`src/rtl/mem_wb_stage_p.sv`:
```
// MEM/WB pipeline register with valid/ready handshake, flush, writeback
// decode (loads, R-type incl. MOVZ/MOVN, optional I-type ALU ops),
// a forwarding tap and a retired-instruction counter.
module mem_wb_stage_p #(
  parameter int DATA_W   = 32,
  parameter int REG_AW   = 5,
  parameter int EN_ITYPE = 1,
  parameter int CNT_W    = 16
) (
  input  logic              clk,
  input  logic              resetn,
  input  logic              in_valid,
  output logic              in_ready,
  input  logic              flush,
  input  logic [DATA_W-1:0] PC,
  input  logic [DATA_W-1:0] IR,
  input  logic [DATA_W-1:0] LMD,
  input  logic [DATA_W-1:0] ALUoutput,
  input  logic              MOVZ_cond,
  input  logic              out_ready,
  output logic              out_valid,
  output logic [DATA_W-1:0] o_PC,
  output logic [DATA_W-1:0] o_IR,
  output logic [REG_AW-1:0] wb_addr,
  output logic [DATA_W-1:0] wb_data,
  output logic              reg_wen,
  output logic              fwd_valid,
  output logic [CNT_W-1:0]  retired
);

  localparam logic [5:0] OP_SPECIAL = 6'b000000;
  localparam logic [5:0] OP_LW      = 6'b100011;
  localparam logic [5:0] FN_MOVZ    = 6'b001010;
  localparam logic [5:0] FN_MOVN    = 6'b001011;

  // R-type writes rd; every other format names rt (or a don't-care field).
  function automatic logic [REG_AW-1:0] dec_addr(input logic [31:0] ir);
    if (ir[31:26] == OP_SPECIAL) dec_addr = REG_AW'(ir[15:11]);
    else                         dec_addr = REG_AW'(ir[20:16]);
  endfunction

  // Write enable before the register-0 suppression.
  function automatic logic dec_wen(input logic [31:0] ir, input logic movz_cond);
    logic [5:0] op;
    logic [5:0] fn;
    logic       sh0;
    op  = ir[31:26];
    fn  = ir[5:0];
    sh0 = (ir[10:6] == 5'd0);
    if (op == OP_LW)                        dec_wen = 1'b1;
    else if (op == OP_SPECIAL) begin
      if (sh0 && fn == FN_MOVZ)             dec_wen = movz_cond;
      else if (sh0 && fn == FN_MOVN)        dec_wen = !movz_cond;
      else                                  dec_wen = 1'b1;
    end
    else if (op[5:3] == 3'b001)             dec_wen = (EN_ITYPE != 0);
    else                                    dec_wen = 1'b0;
  endfunction

  logic              vld_p1;
  logic              wen_p1;
  logic [DATA_W-1:0] pc_p1;
  logic [DATA_W-1:0] ir_p1;
  logic [REG_AW-1:0] addr_p1;
  logic [DATA_W-1:0] data_p1;
  logic [CNT_W-1:0]  retired_p1;

  logic              load_p0;
  logic              consume_p0;
  logic [REG_AW-1:0] addr_p0;
  logic              wen_p0;
  logic [DATA_W-1:0] data_p0;

  assign in_ready   = !vld_p1 || out_ready;
  assign load_p0    = in_valid && in_ready && !flush;
  assign consume_p0 = vld_p1 && out_ready && !flush;
  assign addr_p0    = dec_addr(IR[31:0]);
  assign wen_p0     = dec_wen(IR[31:0], MOVZ_cond) && (addr_p0 != '0);
  assign data_p0    = (IR[31:26] == OP_LW) ? LMD : ALUoutput;

  // p0 -> p1: capture on load, retire on consume, flush drops the entry
  always_ff @(posedge clk or posedge resetn) begin
    if (resetn) begin
      vld_p1     <= 1'b0;
      wen_p1     <= 1'b0;
      pc_p1      <= '0;
      ir_p1      <= '0;
      addr_p1    <= '0;
      data_p1    <= '0;
      retired_p1 <= '0;
    end else begin
      if (flush) begin
        vld_p1 <= 1'b0;
        wen_p1 <= 1'b0;
      end else if (load_p0) begin
        vld_p1  <= 1'b1;
        wen_p1  <= wen_p0;
        pc_p1   <= PC;
        ir_p1   <= IR;
        addr_p1 <= addr_p0;
        data_p1 <= data_p0;
      end else if (out_ready) begin
        vld_p1 <= 1'b0;
        wen_p1 <= 1'b0;
      end
      if (consume_p0) retired_p1 <= retired_p1 + CNT_W'(1);
    end
  end

  assign out_valid = vld_p1;
  assign reg_wen   = wen_p1;
  assign fwd_valid = wen_p1;
  assign o_PC      = pc_p1;
  assign o_IR      = ir_p1;
  assign wb_addr   = addr_p1;
  assign wb_data   = data_p1;
  assign retired   = retired_p1;

endmodule

```
`config.mk`:
```
export PLATFORM = sky130hd
export DESIGN_NAME = mem_wb_stage_p
export DESIGN_NICKNAME = d
export VERILOG_FILES = /design/src/rtl/mem_wb_stage_p.sv
export SDC_FILE = /design/constraint.sdc
export NUM_CORES = 1
export LEC_CHECK = 0
export ABC_AREA = 1
export CORE_UTILIZATION = 44
export DETAILED_ROUTE_END_ITERATION = 6
export PLACE_DENSITY_LB_ADDON = 0.12
export SYNTH_ARGS = -nofsm -noshare
export SYNTH_HDL_FRONTEND = slang
export SYNTH_SLANG_ARGS = --single-unit
```
`constraint.sdc`:
```
create_clock -name clk -period 10 [get_ports clk]
set_input_delay 1.5 -clock clk [delete_from_list [all_inputs] [get_ports clk]]
set_output_delay 1.5 -clock clk [all_outputs]
set_load 0.01 [all_outputs]
```
==> summary.txt <==
DR iter-0 viols: 267
post-placement cell area: 0.00785 mm2
vias per cell: 4.75
Post-Synth XOR/XNOR Area: 2.32%
clock tree from TritonCTS: done
total track usage: 24.2%
hold-fix buffers at CTS: 0
data arrival time of the worst path: 2.74 ns
Clock Skew: 0.00677 ns
Final Cycle Share: 42.4%
hold path start: wb_data[16]$_DFFE_PP0P_
VDD IR max: 103 uV
GP Congestion: 0.816
Hold Crit Class: register to register
setup TNS: 0 ns
proportion of layout cells with a drive suffix above 1: 7.34%
Clock Tree Buf Depth: 2
number of antenna violations at the first check in global routing: 0
worst skew pair latency: 0.41 ns
Buffers on Ports: 254
CP required: 8.50 ns
CP startpoint: out_ready
mux share of post-synthesis cell area: 0%
Reg2Reg Depth: 5
first-pass GRT wire length: 23200 um
# DRC: 15
CP cell instances: clkdlybuf4s50_1, inv_2, nand2_2, clkdlybuf4s50_1
startpoint types: input pin
Post-Layout Inst Area: 0.00850 mm2
Buf/Inv on CP: 3
most used cell, CP: clkdlybuf4s50_1
library cells used by synthesis: 27
Yosys warnings: 0
vias in the first global route: 4777
Pre-antenna DRT Iters: 7
post-synthesis adder-cell area fraction: 0.237%
setup slack, reg-to-reg: 7.68 ns
IO Count: 255
Finish-stage setup viols: 0
drt wl/cell: 14.4 um
register area share after synthesis: 56.3%
critical path capture point type: output pin
post-synthesis simple-gate area fraction: 24.6%
kind of critical path: input pin to output pin
syn nets: 762
Synth Instances: 627
hold depth: 2
Fin. Hold Viols: 0
post-synth design cell area: 0.00529 mm2
PD cells: 189 mW/mm2
Worst path max stage delay: 0.55 ns
worst relative slew slack: 34.3%
Max-Cap Viols: 0
critical path peak fanout: 3
complex-gate fraction of the synthesized area: 8.76%
Synth Area per Inst: 8.43 um2
Chip Width: 112 um
nets@finish: 1008
CTS resizes: 0
Area Overhead vs Synth: 60.9%
Worst Max-Slew Pin Slew: 0.984 ns
Stages on worst setup path: 4
Power, Total: 1.61 mW
fin. max-slew vios: 0
RSZ-0062 raised after global routing: false
Congestion Overflow GR: 0
die area: 0.0125 mm2
htree depth: 4
leakage power: 4.17 nW
DR vias: 4889
CP endpoint: in_ready
core footprint: 0.0116 mm2
#FFs+latches synth: 119
Worst-path clk slew: 0.05 ns
largest family of logic cells by synthesized area: simple AND/OR/NAND/NOR gates
status: finished with violations
setup bufs post-CTS: 0
Final min period: 4.24 ns
Critical R2R Launch: out_valid$_DFFE_PP0P_
failing checks: design-rule violations
fmax: 236 MHz
# fillers: 857
Largest delay share family, worst path: buffers and inverters
largest net degree at the start of global routing: 98
RR Endpoint: o_IR[20]$_DFFE_PP0P_
final WL: 14800 um
Final ANT Viol Nets: 0
TritonCTS Sinks: 119
TritonCTS buffer count: 17
clk root buf: clkbuf_16
DP HPWL: 10700 um
initial cell density of the core: 45.7%
Die H: 112 um
Slowest-stage cell, CP: clkdlybuf4s50_1
row count: 39
ANT cells: 0
==> cells in the mapped netlist <==
master	n	area [um2]
a21oi_1	20	100
a21oi_2	14	123
buf_2	17	85.1
buf_4	6	45.0
buf_6	4	45.0
clkbuf_1	1	3.75
clkbuf_2	2	10.0
dfrtp_1	119	2980
ha_1	1	12.5
inv_1	56	210
inv_2	3	11.3
nand2_1	286	1070
nand2_2	2	12.5
nand3_1	3	15.0
nand3_2	2	20.0
nand3_4	1	17.5
nand3b_1	1	7.51
nand4_1	5	31.3
nor2_1	13	48.8
nor2_2	3	18.8
nor2_4	3	33.8
nor3_1	2	10.0
nor3_2	1	10.0
o21ai_0	25	125
o21ai_1	23	115
xnor2_1	5	43.8
xor2_1	9	78.8
==> metrics by stage <==
step                      worst slack [ns]  util [%]  hold slack [ns]  cells
after floorplan                       5.34         -            0.515    627
after global placement                5.77      67.9            0.462    997
after detailed placement              5.76      67.9            0.465    997
after CTS                             5.75      73.5            0.480   1029
after global routing                  5.72      73.5            0.487   1029
final                                 5.76      73.5            0.475   1029
==> layout make-up <==
class                   instances  area, um2  area share [%]
clock inverters                13        201            2.37
repair buffers                257       2560            30.2
well taps                     143        179            2.10
inverters                      59        224            2.63
multi-input cells             419       1900            22.4
clock buffers                  19        453            5.33
flip-flops and latches        119       2980            35.0
==> kinds of logic after synthesis <==
logic type / Yosys count
AND/OR/NAND/NOR: 322
XOR/XNOR: 14
flip-flops: 119
buffers and inverters: 89
adder cells (fa/ha/maj): 1
AO/OA/AOI/OAI: 82
==> worst min path at each step <==
stage	to	slack (ns)
CTS	wb_data[10]$_DFFE_PP0P_	0.48
global placement	o_IR[21]$_DFFE_PP0P_	0.46
finish	wb_data[16]$_DFFE_PP0P_	0.48
floorplan	o_IR[10]$_DFFE_PP0P_	0.52
detailed placement	o_IR[10]$_DFFE_PP0P_	0.47
global route	o_IR[27]$_DFFE_PP0P_	0.49
==> power by group <==
group	leakage (nW)	switching, mW	total [mW]	internal, mW
clock network	0.315	0.215	0.668	0.453
registers	1.48	0.0426	0.592	0.550
logic	2.38	0.149	0.345	0.196
==> worst register-to-register path: stages (launching register included) <==
cell and delay, ns:
dfrtp_1 0.42, nand2_2 0.13, nand3_4 0.45, inv_2 0.99, nand2_1 0.16, nand2_1 0.10
==> cells in the final DEF, fill, tap and decap left out, drive strengths merged, types with 6 or more instances in the layout <==
master and n:
nand2 288, clkdlybuf4s50 254, dfrtp 119, inv 59, o21ai 48, a21oi 34, clkbuf 19, nor2 19
xor2 9, nand3 6
==> per-layer routing <==
layer	vias to the layer above	wire [um]	GRT usage [%]
li1	2418	-	-
met1	2266	5780	26.3
met2	182	7530	42.8
met3	23	1150	7.73
met4	0	324	11.3
met5	-	0	0
==> sequential cells by signal, indices dropped and copies added, names as in the netlist <==
signal	cells
wb_data	32
fwd_valid	1
o_PC	32
wb_addr	5
out_valid	1
retired	16
o_IR	32
Note: power is estimated with default switching activity, not from simulation.
